--- config.mk ---
export PLATFORM = sky130hd
export DESIGN_NAME = matrix_keypad_scanner
export DESIGN_NICKNAME = d
export VERILOG_FILES = /design/src/rtl/matrix_keypad_scanner.sv
export SDC_FILE = /design/constraint.sdc
export NUM_CORES = 1
export LEC_CHECK = 0
export CAP_MARGIN = 20
export CORE_MARGIN = 4
export CORE_UTILIZATION = 50
export CTS_CLUSTER_DIAMETER = 60
export DETAILED_ROUTE_END_ITERATION = 16
export PLACE_DENSITY = 0.74
export SETUP_SLACK_MARGIN = 0.3
export SLEW_MARGIN = 0
export SYNTH_ARGS = -nofsm -noshare
export SYNTH_HDL_FRONTEND = slang
export SYNTH_SLANG_ARGS = --single-unit
--- constraint.sdc ---
create_clock -name clk_i -period 1.7 [get_ports clk_i]
set_clock_uncertainty 0.15 [all_clocks]
set_input_delay 0.34 -clock clk_i [delete_from_list [all_inputs] [get_ports clk_i]]
set_output_delay 0.34 -clock clk_i [all_outputs]
set_load 0.01 [all_outputs]
--- src/rtl/matrix_keypad_scanner.sv ---
// Matrix keypad scanner: drives the columns, synchronises and debounces the rows, and reports one key index per press.
// Latency: key_valid rises 3+(c+1)*SETTLE+DEBOUNCE cycles after a stable press whose lowest pressed column is c.
// Backpressure: key_valid/key_code hold until key_ready; no new key is reported until every key is released.
module matrix_keypad_scanner #(
    parameter int ROWS     = 4,
    parameter int COLS     = 4,
    parameter int SETTLE   = 4,
    parameter int DEBOUNCE = 8,
    parameter int CODE_W   = $clog2(ROWS * COLS)
) (
    input  logic              clk_i,
    input  logic              rst_ni,
    input  logic [ROWS-1:0]   row_i,
    output logic [COLS-1:0]   col_o,
    output logic [CODE_W-1:0] key_code_o,
    output logic              key_valid_o,
    input  logic              key_ready_i
);

    localparam int RW = (ROWS > 1) ? $clog2(ROWS) : 1;
    localparam int CW = $clog2(COLS);
    localparam int SW = $clog2(SETTLE);
    localparam int DW = (DEBOUNCE > 1) ? $clog2(DEBOUNCE) : 1;

    typedef enum logic [2:0] {
        ST_IDLE,
        ST_SCAN,
        ST_DEBOUNCE,
        ST_REPORT,
        ST_RELEASE
    } state_e;

    state_e            state_q;
    logic [ROWS-1:0]   row_meta_q;
    logic [ROWS-1:0]   row_s_q;
    logic [CW-1:0]     col_idx_q;
    logic [RW-1:0]     row_idx_q;
    logic [SW-1:0]     settle_cnt_q;
    logic [DW-1:0]     deb_cnt_q;
    logic [COLS-1:0]   col_q;
    logic [CODE_W-1:0] key_code_q;
    logic              key_valid_q;

    logic [RW-1:0]     lowest_row;
    logic              row_any;
    logic              row_hit;
    logic [CW-1:0]     col_idx_d;
    logic [CODE_W-1:0] key_code_d;

    // One-hot column drive for a given column index.
    function automatic logic [COLS-1:0] col_onehot(input logic [CW-1:0] idx);
        col_onehot      = '0;
        col_onehot[idx] = 1'b1;
    endfunction

    assign row_any    = |row_s_q;
    assign row_hit    = row_s_q[row_idx_q];
    assign col_idx_d  = col_idx_q + CW'(1);
    assign key_code_d = CODE_W'(int'(row_idx_q) * COLS + int'(col_idx_q));

    // Priority pick of the lowest-numbered active row; scanning downward lets the lowest index win.
    always_comb begin
        lowest_row = '0;
        for (int r = ROWS - 1; r >= 0; r--) begin
            if (row_s_q[r]) begin
                lowest_row = RW'(r);
            end
        end
    end

    // Two-flop synchroniser for the asynchronous row returns.
    always_ff @(posedge clk_i or negedge rst_ni) begin
        if (!rst_ni) begin
            row_meta_q <= '0;
            row_s_q    <= '0;
        end else begin
            row_meta_q <= row_i;
            row_s_q    <= row_meta_q;
        end
    end

    // Scan/debounce/report/release controller with registered column drive and key outputs.
    always_ff @(posedge clk_i or negedge rst_ni) begin
        if (!rst_ni) begin
            state_q      <= ST_IDLE;
            col_idx_q    <= '0;
            row_idx_q    <= '0;
            settle_cnt_q <= '0;
            deb_cnt_q    <= '0;
            col_q        <= '1;
            key_code_q   <= '0;
            key_valid_q  <= 1'b0;
        end else begin
            unique case (state_q)
                ST_IDLE: begin
                    col_q <= '1;
                    if (row_any) begin
                        state_q      <= ST_SCAN;
                        col_idx_q    <= '0;
                        settle_cnt_q <= '0;
                        col_q        <= col_onehot(CW'(0));
                    end
                end
                ST_SCAN: begin
                    if (settle_cnt_q == SW'(SETTLE - 1)) begin
                        if (row_any) begin
                            // Rows now reflect only the driven column, so this column holds the key.
                            row_idx_q <= lowest_row;
                            deb_cnt_q <= '0;
                            state_q   <= ST_DEBOUNCE;
                        end else if (col_idx_q == CW'(COLS - 1)) begin
                            // Whole matrix scanned with nothing found: treat the wake-up as a glitch.
                            state_q <= ST_IDLE;
                            col_q   <= '1;
                        end else begin
                            col_idx_q    <= col_idx_d;
                            settle_cnt_q <= '0;
                            col_q        <= col_onehot(col_idx_d);
                        end
                    end else begin
                        settle_cnt_q <= settle_cnt_q + SW'(1);
                    end
                end
                ST_DEBOUNCE: begin
                    if (!row_hit) begin
                        state_q <= ST_IDLE;
                        col_q   <= '1;
                    end else if (deb_cnt_q == DW'(DEBOUNCE - 1)) begin
                        state_q     <= ST_REPORT;
                        key_code_q  <= key_code_d;
                        key_valid_q <= 1'b1;
                    end else begin
                        deb_cnt_q <= deb_cnt_q + DW'(1);
                    end
                end
                ST_REPORT: begin
                    // The key may already be released; the report is held regardless.
                    if (key_ready_i) begin
                        key_valid_q <= 1'b0;
                        deb_cnt_q   <= '0;
                        state_q     <= ST_RELEASE;
                        col_q       <= '1;
                    end
                end
                ST_RELEASE: begin
                    // All columns driven so any held key keeps us here: no auto-repeat.
                    col_q <= '1;
                    if (row_any) begin
                        deb_cnt_q <= '0;
                    end else if (deb_cnt_q == DW'(DEBOUNCE - 1)) begin
                        state_q <= ST_IDLE;
                    end else begin
                        deb_cnt_q <= deb_cnt_q + DW'(1);
                    end
                end
                default: begin
                    state_q     <= ST_IDLE;
                    col_q       <= '1;
                    key_valid_q <= 1'b0;
                end
            endcase
        end
    end

    assign col_o       = col_q;
    assign key_code_o  = key_code_q;
    assign key_valid_o = key_valid_q;

endmodule

==> Word-level counts from Yosys, hierarchy flattened <==
Index checks and enable logic that the tools add are counted.
{ "totals": {"ff_bits": 29, "wordCells": 99, "out_inout_bits": 9} }
{ "op_classes": {"bitwise_logic": 1, "muxes": 45, "reduce_logical": 14, "add_sub_neg": 4, "magnitude_cmp": 3, "n_eq_ne": 22} }
{ "op_table": {"columns": ["op", "n"], "rows": [
  ["$mux 3", 15],
  ["$mux 4", 6],
  ["$mux 2", 11],
  ["$ne 2x2->1 const B", 11],
  ["$pmux 4 s4", 1],
  ["$pmux 3 s5", 1],
  ["$ne 3x3->1 const B", 4],
  ["$pmux 3 s4", 1],
  ["$reduce_and 4->1", 3],
  ["$reduce_and 5->1", 2],
  ["$pmux 2 s2", 2],
  ["$reduce_and 7->1", 1],
  ["$eq 3x2->1 const B", 2],
  ["$eq 3x3->1 const B", 2],
  ["$lt 2x3->1 const B", 2],
  ["$reduce_and 3->1", 2],
  ["$mux 1", 5],
  ["$add 2x1->2 const B", 2],
  ["$add 4x2->4", 1],
  ["$eq 2x2->1 const B", 2],
  ["$reduce_bool 4->1", 1],
  ["$reduce_or 4->1", 1],
  ["$add 3x1->3 const B", 1],
  ["$eq 3x1->1 const B", 1],
  ["9 further kinds", 9]
]} }

==> Logic depth before layout (Yosys ltp) <==
{ "depth": {"depth_word": 9, "depth_mapped": 6} }

==> Least setup slack after synthesis <==
No wires, ideal clock.
{ "synth_timing": {"kind": "reg-to-reg", "from": "reg row_idx_q[1]", "to": "reg key_code_q[2] (netlist: key_code_o[2])", "path_buffers": 0, "required_ns": 1.425, "path_slack_ns": -0.130, "stages_incl_launch_ff": 4, "arrival_ns": 1.555, "setup_time_ns": 0.125, "synth_period_minus_slack_ns": 1.830, "path_cell_list": "dfrtp_1 -> mux4_1 -> nand4_1 -> mux2_2"} }
{ "synth_via": {"elab_chain_cells": 3} }
{ "synth_lines": {"columns": ["element", "line", "source"], "rows": [
  ["from (decl)", "37", "logic [RW-1:0] row_idx_q;"],
  ["from (signal assigned)", "108", "row_idx_q <= lowest_row;"],
  ["$bmux 1 s2", "57", "assign row_hit = row_s_q[row_idx_q];"],
  ["$mux 1 (implied by the code)", "57", null],
  ["$reduce_and 3->1 (no line)", null, null],
  ["to (signal assigned)", "130", "key_code_q <= key_code_d;"],
  ["to (decl)", "41", "logic [CODE_W-1:0] key_code_q;"]
]} }
Every way passes these cells. The select of a mux whose other input is x is not followed.
A chain may end at the register's enable or synchronous reset.

==> Worst setup path in the final report <==
{ "layout_timing": {"from": "reg row_s_q[1]", "to": "reg col_q[2] (netlist: col_o[2])"} }
{ "layout_via": {"elab_chain_cells": 4, "elab_cells_between_ends": 8, "cone_classes": "2 x eq/ne; 4 x mux; 2 x reduce/logical"} }
{ "layout_lines": {"columns": ["element", "line", "source"], "rows": [
  ["from (decl)", "35", "logic [ROWS-1:0] row_s_q;"],
  ["from (signal assigned)", "78", "row_s_q <= row_meta_q;"],
  ["$bmux 1 s2", "57", null],
  ["$mux 1 (implied by the code)", "57", null],
  ["$ne 2x2->1 (no line)", null, null],
  ["$reduce_and 4->1 (no line)", null, null],
  ["to (signal assigned)", "101", "col_q <= col_onehot(CW'(0));"],
  ["to (signal assigned)", "118", "col_q <= col_onehot(col_idx_d);"],
  ["to (decl)", "40", "logic [COLS-1:0] col_q;"]
]} }
Several ways; a longest one is shown, not always the timed one. The select of a mux whose other input is x is not followed.

==> out/qor.yml <==
status: "finished with violations"
violations: "setup timing"
hpwl_mm: 2.59
io-pin-count: 16
async_flop_share_pct: 100
cts_tree: "yes"
grt_max_degree: 17
cp-end-kind: "flop"
routedWlPerCell_um: 16.9
antenna_found_initial: 0
area_growth_pct: 47.1
grt_pass1_vias: 1448
synth_edf_count: 0
ys.flop_type: "dfrtp_1"
p_sw_mw: 1.26
p_int_mw: 2.30
ant_nets: 0
p_per_area_mw_per_mm2: 1530
netlist_area_mm2: 0.00158
cts_root_buf: "clkbuf_4"
cts_sinks: 29
fmax_mhz: 548
layout-drive-gt1-share_pct: 51.5
p_comb_share_pct: 52.9
setup_violations: 19
viasPerCell: 5.58
antenna_cells: 0
required_ns: 1.81
hold_buffers: 0
final_nets: 218
final_cell_area_mm2: 0.00232
final_hold_viol_count: 0
syn-num-nets: 155
dpl-instance-area_mm2: 0.00197
period_minus_slack_ns: 1.83
die-area_mm2: 0.00412
tightest_slew_ns: 0.327
syn_area_per_cell_um2: 11.1
grt_overflow: 0
setup_ws_ns: -0.125
grt_util_all_layers_pct: 22.4
cts_buffers: 5
vias: 1394
place.gp.congestion: 0.890
totalWireLength_mm: 4.22
power_frac_seq_pct: 30.4
p_leak_nw: 1.10
power_frac_clock_pct: 16.7
synth_cells: 142
clk_latency_ns: 0.34
rrSetupSlack_ns: -0.13
timing.hold.ws_ns: 0.105
yosysUniqueCellTypes: 48
period_share_pct: 107
core_mm2: 0.00303
cp_max_fo: 7
slew_headroom_pct: 78.1
port_buffers: 15
maxCapViolCount: 0
ir_worst_vdd_mv: 1.03
worstPathArrival_ns: 1.94
die_h_um: 64.2
hp-class: "in2async"
rows: 20
startpoint_type: "flop"
yosys_warnings: 0
cts_buffer_depth: 2
initialDrtViolationCount: 143
first_pass_iters: 4
crit_type: "reg2reg"
initial_core_util_pct: 52.1
fin_util_pct: 76.6
drcViolationCount: 0
drv_slew: 0
grt_pass1_wl_mm: 6.88
fp.dieW_um: 64.2
total_power_mw: 3.56
htreeDepth: 2
p_sw_share_pct: 35.5
synth-seq-area-share_pct: 46.3
rsz0062_at_grt: "yes"
synth-seq-cells: 29
path_clk_slew_ns: 0.09
[worst paths after layout]
path,from,endpoint,cells past startpoint
min reg2reg,row_meta_q[2],row_s_q[2],0
max reg2reg,row_s_q[1],col_o[2],4
min,rst_ni,state_q[0],1
max,row_s_q[1],col_o[2],4
min in group clk_i,row_meta_q[2],row_s_q[2],0
max in group asynchronous,rst_ni,row_s_q[2],2
[kinds of logic after synthesis]
kind of cell,synth area share [%]
AOI/OAI and AO/OA,19.2
adders and majority gates,4.76
buffers and inverters,4.60
DFF,46.3
muxes,9.52
and+or+nand+nor,15.6
[per-stage QoR]
| stage | std cells | setup TNS (ns) | setup WS (ns) |
|---|---|---|---|
| 2_1_floorplan | 142 | -0.552 | -0.0801 |
| 3_3_place_gp | 221 | -1.42 | -0.155 |
| 3_5_place_dp | 221 | -2.11 | -0.217 |
| 4_1_cts | 240 | -1.21 | -0.118 |
| 5_1_grt | 250 | -2.72 | -0.202 |
| 6_report | 250 | -1.42 | -0.125 |
[layout by cell type (no fill, tap or decap), types with 4 or more instances in the layout]
| cell type | n |
|---|---|
| o21ai_2 | 5 |
| mux2i_1 | 5 |
| buf_4 | 34 |
| ha_1 | 5 |
| nand3_1 | 5 |
| nand2_1 | 11 |
| buf_6 | 16 |
| dfstp_2 | 4 |
| mux2_4 | 4 |
| clkdlybuf4s50_1 | 6 |
| inv_1 | 8 |
| clkbuf_4 | 5 |
| buf_2 | 6 |
| dfrtp_1 | 22 |
[sequential cells by signal (all words and copies together), names as in the netlist]
signal        flops
row_s_q           4
row_idx_q         2
settle_cnt_q      2
key_code_o        4
col_idx_q         2
row_meta_q        4
state_q           3
deb_cnt_q         3
col_o             4
key_valid_o       1
[worst max-delay path, cell delays in order, from the launching register on]
cell and delay (ns):
dfrtp_1 0.42, or4_4 0.64, nand2_8 0.10, a31oi_4 0.12, mux2_4 0.32
[synthesized netlist by cell type, types with 2 or more instances]
master | number | area share [%]
a22o_1 | 3 | 1.7
inv_1 | 8 | 1.9
o21a_1 | 3 | 1.4
mux2i_1 | 6 | 3.8
nor2b_1 | 2 | 0.79
a31oi_1 | 5 | 2.0
ha_1 | 6 | 4.8
nor3b_1 | 3 | 1.4
nand3_1 | 6 | 1.9
o21ai_0 | 7 | 2.2
dfrtp_1 | 25 | 40
nand2_1 | 15 | 3.6
dfstp_2 | 4 | 6.7
mux2_4 | 2 | 1.9
nand2b_1 | 2 | 0.79
mux2_2 | 3 | 2.1
buf_4 | 2 | 0.95
clkbuf_1 | 3 | 0.71
o22ai_1 | 3 | 1.2
a21oi_1 | 2 | 0.63
nor2_1 | 4 | 0.95
nand4_1 | 2 | 0.79
[power by group through the flow]
| stage | sequential, mW | clock, mW | combinational [mW] |
|---|---|---|---|
| finish | 1.08 | 0.593 | 1.88 |
| global route | 1.10 | 0.648 | 2.04 |
| CTS | 1.07 | 0.604 | 1.71 |
| detailed placement | 1.08 | 0 | 1.52 |
| global placement | 1.06 | 0 | 1.46 |
| floorplan | 1.03 | 0 | 1.02 |
[cell type report]
class                           instances  area, µm²
Timing Repair Buffer                   63        546
Inverter                                8       30.0
Clock inverter                          1       30.0
Multi-Input combinational cell         98        868
Clock buffer                            7       55.1
Sequential cell                        29        734
Tap cell                               44       55.1
Fill cell                             195        709
[metal layers]
metal  GRT usage, %  wire (µm)  vias up
met3           5.62        195        9
met5              0          0        -
met4           10.3        114        0
met1           25.1       1690      700
li1               -          -      647
met2           39.6       2220       38
[timing repair]
item / 4_1_cts / 5_1_grt
endpoints found under the setup margin: 30 / 30
pin swaps: 14 / 6
gates resized for setup: 58 / 21
setup buffers: 11 / 10
Power figures use the tool's default switching activity.
